===== src/rtl/dsp_mac_sequencer.sv =====
// Sequences a DSP slice post-adder through a len-term multiply-accumulate run.
// Optional macro SEQ_BIAS_PRELOAD_EN: the first term adds C (Z=3), so P = C + sum M.
module dsp_mac_sequencer #(
  parameter int unsigned LEN_W   = 8,
  parameter int unsigned MUL_LAT = 2
) (
  input  logic             CLK,
  input  logic             RST_N,
  input  logic             start,
  input  logic [LEN_W-1:0] len,
  input  logic             op_valid,
  output logic             op_ready,
  output logic [1:0]       OPCODE_01,
  output logic [1:0]       OPCODE_23,
  output logic             CE_M,
  output logic             CE_P,
  output logic             busy,
  output logic             done
);

  localparam logic [1:0] X_ZERO  = 2'd0;
  localparam logic [1:0] X_M     = 2'd1;
  localparam logic [1:0] Z_PCOUT = 2'd2;
`ifdef SEQ_BIAS_PRELOAD_EN
  localparam logic [1:0] Z_FIRST = 2'd3;
`else
  localparam logic [1:0] Z_FIRST = 2'd0;
`endif

  typedef enum logic [1:0] {
    S_IDLE,
    S_ACCUM,
    S_DRAIN,
    S_DONE
  } state_t;

  state_t           state_q, state_d;
  logic [LEN_W-1:0] cnt_q, cnt_d;
  logic             first_q, first_d;
  logic             op_ready_d, busy_d, done_d, ce_p_d;
  logic [1:0]       op01_d, op23_d;

  logic accept;
  logic tok_in_v, tok_in_f;
  logic exit_v, exit_f;
  logic line_busy;

  assign accept   = op_valid & op_ready;
  assign CE_M     = accept;
  assign tok_in_v = accept;
  assign tok_in_f = accept & first_q;

  // Token line: the output register is the final stage, so MUL_LAT-1 stages sit in front of it.
  if (MUL_LAT == 1) begin : g_direct
    assign exit_v    = tok_in_v;
    assign exit_f    = tok_in_f;
    assign line_busy = 1'b0;
  end else begin : g_line
    localparam int unsigned D = MUL_LAT - 1;
    logic [D-1:0] tok_v, tok_f;

    always_ff @(posedge CLK or negedge RST_N) begin
      if (!RST_N) begin
        tok_v <= '0;
        tok_f <= '0;
      end else begin
        tok_v[0] <= tok_in_v;
        tok_f[0] <= tok_in_f;
        for (int i = 1; i < int'(D); i++) begin
          tok_v[i] <= tok_v[i-1];
          tok_f[i] <= tok_f[i-1];
        end
      end
    end

    assign exit_v    = tok_v[D-1];
    assign exit_f    = tok_f[D-1];
    assign line_busy = |tok_v;
  end

  // Next-state and next-output logic
  always_comb begin
    state_d    = state_q;
    cnt_d      = cnt_q;
    first_d    = first_q;
    op_ready_d = op_ready;
    busy_d     = busy;
    done_d     = 1'b0;
    ce_p_d     = exit_v;
    op01_d     = exit_v ? X_M : X_ZERO;
    op23_d     = (exit_v && exit_f) ? Z_FIRST : Z_PCOUT;

    unique case (state_q)
      S_IDLE: begin
        if (start) begin
          busy_d  = 1'b1;
          cnt_d   = len;
          first_d = 1'b1;
          if (len != '0) begin
            state_d    = S_ACCUM;
            op_ready_d = 1'b1;
          end else begin
`ifdef SEQ_BIAS_PRELOAD_EN
            // Bias-only run: a single C-load control cycle, then drain.
            state_d = S_DRAIN;
            ce_p_d  = 1'b1;
            op01_d  = X_ZERO;
            op23_d  = Z_FIRST;
`else
            state_d = S_DONE;
            done_d  = 1'b1;
`endif
          end
        end
      end
      S_ACCUM: begin
        if (accept) begin
          cnt_d   = cnt_q - LEN_W'(1);
          first_d = 1'b0;
          if (cnt_q == LEN_W'(1)) begin
            op_ready_d = 1'b0;
            state_d    = S_DRAIN;
          end
        end
      end
      S_DRAIN: begin
        if (!line_busy) begin
          state_d = S_DONE;
          done_d  = 1'b1;
        end
      end
      S_DONE: begin
        busy_d  = 1'b0;
        state_d = S_IDLE;
      end
      default: state_d = S_IDLE;
    endcase
  end

  // State and registered outputs
  always_ff @(posedge CLK or negedge RST_N) begin
    if (!RST_N) begin
      state_q   <= S_IDLE;
      cnt_q     <= '0;
      first_q   <= 1'b0;
      op_ready  <= 1'b0;
      busy      <= 1'b0;
      done      <= 1'b0;
      CE_P      <= 1'b0;
      OPCODE_01 <= X_ZERO;
      OPCODE_23 <= Z_PCOUT;
    end else begin
      state_q   <= state_d;
      cnt_q     <= cnt_d;
      first_q   <= first_d;
      op_ready  <= op_ready_d;
      busy      <= busy_d;
      done      <= done_d;
      CE_P      <= ce_p_d;
      OPCODE_01 <= op01_d;
      OPCODE_23 <= op23_d;
    end
  end

endmodule


===== config.mk =====
export PLATFORM = sky130hd
export DESIGN_NAME = dsp_mac_sequencer
export DESIGN_NICKNAME = d
export VERILOG_FILES = /design/src/rtl/dsp_mac_sequencer.sv
export SDC_FILE = /design/constraint.sdc
export NUM_CORES = 1
export LEC_CHECK = 0
export ABC_AREA = 1
export CORE_MARGIN = 2
export CORE_UTILIZATION = 50
export CTS_CLUSTER_DIAMETER = 40
export DETAILED_ROUTE_END_ITERATION = 8
export PLACE_DENSITY_LB_ADDON = 0.1
export SLEW_MARGIN = 20
export SYNTH_ARGS = -nofsm -noshare
export SYNTH_HDL_FRONTEND = slang
export SYNTH_SLANG_ARGS = --single-unit

===== constraint.sdc =====
create_clock -name CLK -period 2.9 [get_ports CLK]
set_input_delay 0.58 -clock CLK [delete_from_list [all_inputs] [get_ports CLK]]
set_output_delay 0.58 -clock CLK [all_outputs]
set_load 0.05 [all_outputs]

=== Word level (Yosys, flattened, before mapping) ===
Index checks and enable logic that the tools add are counted.

* Add/sub/neg operators: 1
* Equal/unequal tests: 9
* Muxes and demuxes: 24
* Bitwise operators: 2
* Reductions and logical operators: 9

{| class="wikitable"
|+ Operators with widths
! kind !! count
|-
| two-way mux 8 bit || 2
|-
| case mux 8 bit (2 select lines) || 1
|-
| two-way mux 2 bit || 6
|-
| two-way mux 1 bit || 10
|-
| inequality test 2 bit, second input constant || 5
|-
| equality test 8 x 1 -> 1 bit, second input constant || 1
|-
| case mux 1 bit (2 select lines) || 4
|-
| case mux 2 bit (4 select lines) || 1
|-
| nonzero test 8 bit || 1
|-
| subtractor 8 x 1 -> 8 bit, second input constant || 1
|-
| AND reduction 5 bit || 1
|-
| equality test 2 bit, second input constant || 2
|-
| AND reduction 4 bit || 1
|-
| nonzero test 2 bit || 2
|-
| AND reduction 3 bit || 1
|-
| AND 1 bit || 2
|-
| equality test 2 x 1 -> 1 bit, second input constant || 1
|-
| zero test 2 bit || 1
|-
| AND reduction 2 bit || 1
|-
| logical AND 1 bit || 1
|}

* Bits in registers: 20
* Input bits: 12
* Output and inout bits: 9
* Word-level logic and storage cells: 56

=== Depth between registers and ports, before layout ===
* Depth after elaboration: 4
* Mapped depth: 9
* Mapped depth without buffers: 9

=== Worst setup path before layout ===
OpenSTA, ideal clock, no wires.

* Path kind: register to output
* Start point: register op_ready
* End point: output CE_M
* Data arrival time: 1,083 ps
* Data required time: 2,320 ps
* Slack: 1,237 ps
* Cell stages (with the launch flop): 3
* Path buffers: 0
* Cell sequence: dfrtp_1 -> nand2_2 -> inv_1

* Word-level cells in the longest chain between the ends: 1

{| class="wikitable"
|+ RTL lines
! element !! line !! RTL
|-
| start: declaration || 12 || <nowiki>output logic op_ready,</nowiki>
|-
| start signal: assignment || 156 || <nowiki>op_ready <= op_ready_d;</nowiki>
|-
| AND 1 bit || 48 || <nowiki>assign accept = op_valid & op_ready;</nowiki>
|-
| end: declaration || 15 || <nowiki>output logic CE_M,</nowiki>
|}

No other way between the ends.

=== Worst setup path in the final report ===
* Start point: register OPCODE_23[1]
* End point: output OPCODE_23[1]

{| class="wikitable"
|+ RTL lines
! element !! line !! RTL
|-
| start: declaration || 14 || <nowiki>output logic [1:0] OPCODE_23,</nowiki>
|-
| start signal: assignment || 161 || <nowiki>OPCODE_23 <= op23_d;</nowiki>
|}

No word-level cell between the ends.

==> reports/results.ini <==
[status]
status=completed

[synthesis]
synth-edff-count=0
yosys_most_used_dff=dfrtp_1
ys_ff_latch=18
yosysUniqueCellTypes=24
synthArstFlopShare_pct=100.0
syn_inst=150
syn_avg_cell_area_um2=7.357
netlist_area_um2=1104
ys_seq_area_share_pct=40.93
synth_warnings=0

[worst_setup_path]
crit_end=OPCODE_23[1]
rr_startpoint=state_q[1]
r2r-end=cnt_q[3]
cp_slowest_cell=clkdlybuf4s50_1
crit_family=buffers and inverters
cpPeakStageDelay_ns=0.78
arrival_ns=1.60
worst-path-buf-inv=1
critPathCaptureType=output port
path_max_fanout=1
crit_required_ns=2.32
critPathLaunchType=flop
crit_chain=clkdlybuf4s50_1
critPathKind=flop to output port
cp-startpoint=OPCODE_23[1]
cp_num_cells=1
r2r_setup_slack_ns=1.14
rr_worst_depth=9

[global_routing]
track_usage_pct=19.76
grt_max_degree=19
grt_pass1_wl_um=3912
grt-ovfl-total=0
antenna_found_initial=0
grt_pass1_vias=926

[place]
placedCellCount=193
port_buffers=18
routabilityCongestion=0.8462
dpl.hpwl_um=1633

[layout]
drive_above_1_share_pct=9.467
layout.nets=188
syn2layout_area_growth_pct=20.64
instances_no_fill=197
antenna_cells=0

[sta]
finalHoldViolCount=0
max_freq_mhz=458.3
period_share_pct=75.23
setup_viol=0
max_slew.worst_pin.slew_ns=0.7786
tns_ns=0
hold_ws_ns=0.3693
slew_headroom_pct=47.93
drv_slew=0
period_needed_ns=2.182
rsz0062_at_grt=false
skew_ns=0.003923

[routing]
wl_um=2138
post-route-drc-count=0
viasPerCell=4.853
via_count=956
wire_per_inst_um=10.85
dr.first_iter.drc_count=31
antenna_left=0
dr.pass1.iters=4

[worst_hold_path]
worst_hold_path.num_cells=1
min_path_type=flop to flop

[power]
power_per_cell_area_nw_per_um2=1100
leakagePower_uw=0.0006580
ir_drop_v=0.0006440

[floorplanning]
dieWidth_um=50.98
num_io_pins=21
dieArea_um2=2599
die_h_um=50.98
initial_utilization_pct=51.37
num_rows=17
coreArea_um2=2148

[clock_tree]
post_cts_resized=0
postCtsSetupBuffers=0
cts_buffer_depth=2
numCtsBuffers=3
worstSkewPairLatency_ns=0.29
cts_sinks=18
cts-root-buf=clkbuf_4
cts.reportedPaths.clkPinSlew_ns=0.10
cts_tree=built
hold_buffers=0
htreeDepth=1

[flow_run]
maxCapViolCount=0

placed cells by master (no fill, tap or decap), drive strengths merged:
cell type      count
xor2               3
a21oi              2
clkdlybuf4s50     17
o21ai             10
mux2i              1
clkbuf             4
nor3               1
o22ai              1
nor2              26
dfrtp             17
ha                 6
inv               16
conb               2
nand2             50
nand4              2
buf                2
nand3              7
dfstp              1
o211ai             1
flip-flops by register name, indices dropped and copies added, names as in the netlist:
| name | flops |
|---|---|
| state_q | 2 |
| cnt_q | 8 |
| op_ready | 1 |
| OPCODE_23 | 1 |
| first_q | 1 |
| busy | 1 |
| done | 1 |
| ce_p_d | 1 |
| exit_f | 1 |
| CE_P | 1 |
area by class of cell:
| class | count | area, um2 |
|---|---|---|
| clock buffers | 4 | 36.28 |
| fillers | 190 | 817.0 |
| inverters | 16 | 62.56 |
| multi-input cells | 112 | 560.5 |
| flip-flops and latches | 18 | 451.7 |
| well taps | 28 | 35.03 |
| repair buffers | 19 | 185.2 |
report_power, final:
group,total (uW),internal [uW],switching [uW]
Clock,156,76.5,79.4
Sequential,451,359,91.9
Combinational,858,298,560
Total,1460,733,731
stage by stage:
stage	instance area, um2	total power, uW	setup WS (ns)	util [%]
after CTS	1331	1476	0.7061	61.97
after global routing	1331	1631	0.6609	61.97
after floorplan	1107	1119	1.237	-
after detailed placement	1295	1313	0.9280	60.28
final	1331	1465	0.7182	61.97
after global placement	1295	1292	0.9560	60.28
how the worst min path moves through the flow:
stage / start / to / slack, ns
after global routing: exit_f / OPCODE_23[1] / 0.39
after CTS: exit_f / OPCODE_23[1] / 0.37
after floorplan: RST_N / CE_P / 0.28
after global placement: exit_f / OPCODE_23[1] / 0.36
final: exit_f / OPCODE_23[1] / 0.37
after detailed placement: exit_f / OPCODE_23[1] / 0.36
Yosys cell counts (2+ instances only):
cell type	count	area, um2
inv_1	15	56.30
ha_1	6	75.07
buf_2	2	10.01
nor2_1	22	82.58
nand4_1	2	12.51
nand2_1	48	180.2
buf_4	3	22.52
nor2_2	4	25.02
nand3_1	7	35.03
nand2_2	2	12.51
dfrtp_1	17	425.4
xor2_1	3	26.28
o21ai_0	8	40.04
logic make-up (layout without fill, tap and decap cells):
group / after synthesis / after routing / share of synthesized area (%)
other: 1 / 2 / 0.3398
flip-flops: 18 / 18 / 40.93
XOR/XNOR: 3 / 3 / 2.381
AO/OA/AOI/OAI: 14 / 14 / 8.050
buffers and inverters: 21 / 39 / 8.617
adder cells (fa/ha/maj): 6 / 6 / 6.803
multiplexers: 1 / 1 / 0.9071
AND/OR/NAND/NOR: 86 / 86 / 31.97
routing by layer:
metal | wire (um) | global-route usage (%) | up-vias | share of wire (%)
li1 | - | - | 504 | -
met1 | 995 | 24.86 | 423 | 47
met2 | 1020 | 32.90 | 25 | 48
met3 | 101 | 5.263 | 4 | 4.7
met4 | 21 | 6.306 | 0 | 0.98
met5 | 0 | 0 | - | 0
Note: power is estimated with default switching activity, not from simulation.
